`src/rtl/miss_controller.sv`:
```
// Cache miss controller: optionally writes back a dirty victim, fetches the
// missing word from backing memory, then presents it to the cache for one
// cycle. Keeps saturating counts of serviced misses and writebacks.
//
// Memory handshake: memRead/memWrite together with memAddr/memDataOut are a
// request that stays asserted and stable until memReady=1 is sampled on a
// rising clk edge; that edge completes the request. memReady is ignored
// whenever no request is outstanding.
module miss_controller #(
    parameter int ADDR_WIDTH = 8,
    parameter int DATA_WIDTH = 16,
    parameter int CNT_WIDTH  = 16
) (
    input  logic                  clk,
    input  logic                  reset,
    input  logic                  missReq,
    input  logic [ADDR_WIDTH-1:0] missAddr,
    input  logic                  victimDirty,
    input  logic [ADDR_WIDTH-1:0] victimAddr,
    input  logic [DATA_WIDTH-1:0] victimData,
    output logic                  busy,
    output logic                  fillValid,
    output logic [ADDR_WIDTH-1:0] fillAddr,
    output logic [DATA_WIDTH-1:0] fillData,
    output logic                  memRead,
    output logic                  memWrite,
    output logic [ADDR_WIDTH-1:0] memAddr,
    output logic [DATA_WIDTH-1:0] memDataOut,
    input  logic [DATA_WIDTH-1:0] memDataIn,
    input  logic                  memReady,
    output logic [CNT_WIDTH-1:0]  missCount,
    output logic [CNT_WIDTH-1:0]  wbCount,
    output logic [1:0]            state_dbg
);

    typedef enum logic [1:0] {
        IDLE      = 2'd0,
        WRITEBACK = 2'd1,
        FETCH     = 2'd2,
        FILL      = 2'd3
    } state_t;

    state_t                state_q;
    state_t                state_d;
    logic                  accept;
    logic                  wb_done;
    logic                  fetch_done;

    logic [ADDR_WIDTH-1:0] miss_addr_q;
    logic                  victim_dirty_q;
    logic [ADDR_WIDTH-1:0] victim_addr_q;
    logic [DATA_WIDTH-1:0] victim_data_q;
    logic [ADDR_WIDTH-1:0] fill_addr_q;
    logic [DATA_WIDTH-1:0] fill_data_q;
    logic [CNT_WIDTH-1:0]  miss_cnt_q;
    logic [CNT_WIDTH-1:0]  wb_cnt_q;

    // State register; reset abandons any transaction in flight.
    always_ff @(posedge clk or posedge reset) begin
        if (reset) begin
            state_q <= IDLE;
        end else begin
            state_q <= state_d;
        end
    end

    // Next state and all handshake outputs decoded from the current state.
    always_comb begin
        state_d    = state_q;
        busy       = (state_q != IDLE);
        fillValid  = 1'b0;
        memRead    = 1'b0;
        memWrite   = 1'b0;
        memAddr    = '0;
        memDataOut = '0;
        accept     = 1'b0;
        wb_done    = 1'b0;
        fetch_done = 1'b0;
        case (state_q)
            IDLE: begin
                if (missReq) begin
                    accept  = 1'b1;
                    state_d = victimDirty ? WRITEBACK : FETCH;
                end
            end
            WRITEBACK: begin
                memWrite   = 1'b1;
                memAddr    = victim_addr_q;
                memDataOut = victim_data_q;
                if (memReady) begin
                    wb_done = 1'b1;
                    state_d = FETCH;
                end
            end
            FETCH: begin
                memRead = 1'b1;
                memAddr = miss_addr_q;
                if (memReady) begin
                    fetch_done = 1'b1;
                    state_d    = FILL;
                end
            end
            FILL: begin
                fillValid = 1'b1;
                state_d   = IDLE;
            end
            default: state_d = IDLE;
        endcase
    end

    // Capture the request on the accepting edge so the cache may move on.
    always_ff @(posedge clk or posedge reset) begin
        if (reset) begin
            miss_addr_q    <= '0;
            victim_dirty_q <= 1'b0;
            victim_addr_q  <= '0;
            victim_data_q  <= '0;
        end else if (accept) begin
            miss_addr_q    <= missAddr;
            victim_dirty_q <= victimDirty;
            victim_addr_q  <= victimAddr;
            victim_data_q  <= victimData;
        end
    end

    // Fill word and address load when the fetch completes and then hold.
    always_ff @(posedge clk or posedge reset) begin
        if (reset) begin
            fill_addr_q <= '0;
            fill_data_q <= '0;
        end else if (fetch_done) begin
            fill_addr_q <= miss_addr_q;
            fill_data_q <= memDataIn;
        end
    end

    // Saturating statistics: one miss per FILL cycle, one writeback per
    // completed dirty-victim write.
    always_ff @(posedge clk or posedge reset) begin
        if (reset) begin
            miss_cnt_q <= '0;
            wb_cnt_q   <= '0;
        end else begin
            if (state_q == FILL && miss_cnt_q != '1) begin
                miss_cnt_q <= miss_cnt_q + CNT_WIDTH'(1);
            end
            if (wb_done && victim_dirty_q && wb_cnt_q != '1) begin
                wb_cnt_q <= wb_cnt_q + CNT_WIDTH'(1);
            end
        end
    end

    assign fillAddr  = fill_addr_q;
    assign fillData  = fill_data_q;
    assign missCount = miss_cnt_q;
    assign wbCount   = wb_cnt_q;
    assign state_dbg = state_q;

endmodule

```
`config.mk`:
```
export PLATFORM = sky130hd
export DESIGN_NAME = miss_controller
export DESIGN_NICKNAME = d
export VERILOG_FILES = /design/src/rtl/miss_controller.sv
export SDC_FILE = /design/constraint.sdc
export NUM_CORES = 1
export LEC_CHECK = 0
export BUFFER_PORTS_ARGS = -buffer_cell sky130_fd_sc_hd__buf_2
export CORE_ASPECT_RATIO = 0.5
export CORE_UTILIZATION = 40
export CTS_CLUSTER_SIZE = 14
export DETAILED_ROUTE_END_ITERATION = 8
export HOLD_SLACK_MARGIN = 0.02
export PLACE_DENSITY_LB_ADDON = 0.3
export SLEW_MARGIN = 25
export SYNTH_ARGS = -nofsm -noshare
export SYNTH_HDL_FRONTEND = slang
export SYNTH_SLANG_ARGS = --single-unit
```
`constraint.sdc`:
```
create_clock -name clk -period 3.7 [get_ports clk]
set_input_delay 1.11 -clock clk [delete_from_list [all_inputs] [get_ports clk]]
set_output_delay 1.11 -clock clk [all_outputs]
set_load 0.05 [all_outputs]
```
==> metrics.md <==
| Metric | Value |
|---|---|
| Worst Tran Pin Value | 0.6549 ns |
| CP startpoint kind | register |
| DR DRC count | 0 |
| Clock Latency Late Sink | 0.33 ns |
| Post-Route WL | 8817 microns |
| Final HPWL from detailed placement | 6456 microns |
| DP Worst Slack | 0.8350 ns |
| GPL Wtd Cong | 0.7327 |
| Combinational share of power | 48.5% |
| Pre-antenna DRT Iters | 4 |
| Nets | 528 |
| Max clock buf depth | 2 |
| Placed instance area | 0.004951 sq mm |
| Final Cell Area | 0.005248 sq mm |
| Ranking of synthesized cells by area | dfrtp_1, mux2_2, xor2_1, and2_1, ha_1 |
| Vias | 2998 |
| Grt total ovfl | 0 |
| Clk root buf | clkbuf_16 |
| Die Area | 0.01066 sq mm |
| Post-synthesis cell type count | 41 |
| Avg Vias per Cell | 4.947 |
| Pins Over Slew Limit | 0 |
| Synthesized cell area | 0.004091 sq mm |
| Clock power frac | 18.4% |
| Syn nets | 383 |
| Number of global-route vias before repair | 2803 |
| Final Power | 4896 uW |
| Hold WS | 0.4965 ns |
| Mapped Avg Cell Area | 12.71 sq um |
| Outcome | finished clean |
| Final setup fails | 0 |
| Peak VDD IR | 0.4400 mV |
| Min-Delay Path Class | register to register |
| Worst EP arrival | 2.08 ns |
| Setup repair bufs after CTS | 0 |
| Final Hold Viols | 0 |
| Slew margin rel. | 56.34% |
| Gr usage total | 17.21% |
| Setup tns final | 0 ns |
| Synth Instances | 322 |
| TritonCTS Buffers | 9 |
| H-tree depth | 3 |
| Worst Skew | 0.006542 ns |
| Worst path required time | 2.59 ns |
| Detailed Route Iter0 Violations | 125 |
| Synthesis-stage register bit count | 91 |
| Max Freq | 313.2 MHz |
| Post-CTS Hold Buffers | 0 |
| Area Growth Syn to Fin | 28.26% |
| Multi-input gate area | 0.001749 sq mm |
| PostCTS Resize Cnt | 0 |
| Reg power frac | 33.0% |
| Worst Path Max Fanout | 18 |
| Diode count | 0 |
| Post-synthesis sequential area ratio | 55.66% |
| TritonCTS clock tree | done |
| Die Wd | 145.0 microns |
| Critical Path Sink Type | primary output |
| Setup WS post-layout | 0.5068 ns |
| WS Path Type | register to primary output |
| Layout cells sized above 1 | 47.77% |
| Max-cap violations | 0 |
| Die Y | 73.52 microns |
| Fin crit share | 86.30% |
| Yosys warnings | 0 |
| Synth top area share | 55.66% |
| Switching power | 2224 uW |
| Placement row count | 25 |
| Synth area leader | dfrtp_1 |
| Initial antenna violation count | 0 |
| Register area | 0.002277 sq mm |
| Filler cells | 883 |
| Pwr Density | 933.1 mW/mm^2 |
| CTS clk-pin slew, worst paths | 0.06 ns |
| Ports | 139 |
| Minimum clock period | 3.193 ns |
| RSZ-0062 raised after global routing | no |
| Initial Util | 42.19% |
| Internal power | 2672 uW |
| I/O Buffers | 138 |
| Core area | 0.009697 sq mm |
| First-pass GRT wire length | 14240 microns |
| Final ANT Viol Nets | 0 |
| Lkg Pwr | 0.002593 uW |
| Largest net degree at the start of global routing | 55 |
| Clock sinks | 91 |
| Sw Share | 45.43% |
| Drt wl/cell | 14.55 microns |
==> per-stage QoR <==
| step | util, % | instances |
|---|---|---|
| after floorplan | - | 322 |
| after global placement | 51.06 | 591 |
| after detailed placement | 51.06 | 591 |
| after CTS | 54.10 | 606 |
| after global routing | 54.12 | 606 |
| final | 54.12 | 606 |
==> worst paths after layout <==
check	start	to	slack [ns]	cells after the start
worst max-delay path	state_dbg[1]	memAddr[7]	0.51	6
worst min-delay path	victim_data_q[12]	victim_data_q[12]	0.50	1
worst max register to register	state_dbg[1]	wbCount[15]	1.06	7
worst min register to register	victim_data_q[12]	victim_data_q[12]	0.50	1
max in group asynchronous	reset	missCount[3]	2.15	3
min in group asynchronous	reset	wbCount[13]	0.88	2
==> cell usage in the layout (no fill, tap or decap), types with 2 or more instances in the layout <==
cell type,count
nand4_1,14
or2_2,2
nand2_1,16
nor2_1,9
dfrtp_1,91
buf_4,6
and4_1,2
clkbuf_1,2
mux2_2,60
a22oi_1,8
nand3_1,8
nor3_1,6
o31ai_1,2
clkbuf_8,2
buf_2,138
ha_1,8
a21oi_1,3
inv_1,4
a31oi_1,3
xnor2_1,9
nor4_1,3
o21ai_0,6
and3_1,2
clkbuf_16,9
nor2b_1,8
and2_1,17
or3_1,2
xor2_1,14
==> power by group through the flow <==
stage	clock network [uW]	registers, uW	logic [uW]
6_report	903	1620	2380
5_1_grt	974	1670	2510
4_1_cts	935	1620	2410
3_5_place_dp	0	1630	2400
3_3_place_gp	0	1620	2380
2_1_floorplan	0	2250	1220
==> synthesized netlist by cell type <==
cell       number
and2_1         17
a21oi_1         3
nor3_2          1
nor2_1          9
o31ai_1         2
nor4bb_1        1
or4_4           1
nand3_4         1
or3_1           2
nand3_1         8
or2_2           2
and3_1          2
a22oi_1         8
o21ai_0         6
nor4_1          3
nand4_1        14
xor2_1         14
nor3_1          6
mux2_2         60
nor3b_1         1
xnor2_1         9
clkbuf_1        4
nand2_1        16
ha_1            8
a211oi_1        1
nand2b_1        1
a2111oi_2       1
and4_1          2
o41a_1          1
o22ai_1         1
a31oi_1         3
buf_6           1
a41oi_1         1
buf_1           4
nor2b_1         8
nor4b_1         1
dfrtp_1        91
buf_2           1
inv_1           5
mux2i_1         1
nor4_4          1
==> state kept, by name, summed over array words and instances (netlist names) <==
| register | count |
|---|---|
| victim_dirty_q | 1 |
| fillData | 16 |
| state_dbg | 2 |
| fillAddr | 8 |
| missCount | 16 |
| wbCount | 16 |
| victim_data_q | 16 |
| victim_addr_q | 8 |
| miss_addr_q | 8 |
==> critical path, stage by stage (launching register included) <==
cell     delay, ns
dfrtp_1       0.44
inv_1         0.13
ha_1          0.38
buf_4         0.31
a22oi_1       0.10
nor2b_1       0.14
buf_2         0.27
==> metal layers <==
layer	routed length, microns	GRT usage [%]	vias to the layer above
met5	0	0	-
met4	53	3.901	0
met3	323	5.093	6
met2	4334	28.79	61
met1	4106	22.35	1487
li1	-	-	1444
==> final cells by class <==
| type | count | area share, % |
|---|---|---|
| Tap cell | 135 | 3.219 |
| Sequential cell | 91 | 43.40 |
| Multi-Input combinational cell | 216 | 33.33 |
| Inverter | 5 | 0.4053 |
| Clock buffer | 13 | 4.959 |
| Timing Repair Buffer | 144 | 14.02 |
| Clock inverter | 2 | 0.6676 |
==> cells by family after synthesis <==
| group | Yosys count | share of synthesized area, % |
|---|---|---|
| flops | 91 | 55.66 |
| simple gates | 97 | 14.04 |
| mux | 61 | 16.76 |
| buf+inv | 15 | 1.590 |
| compound gates | 27 | 4.587 |
| xor+xnor | 23 | 4.924 |
| fa+ha+maj | 8 | 2.447 |
Note: power is estimated with default switching activity, not from simulation.
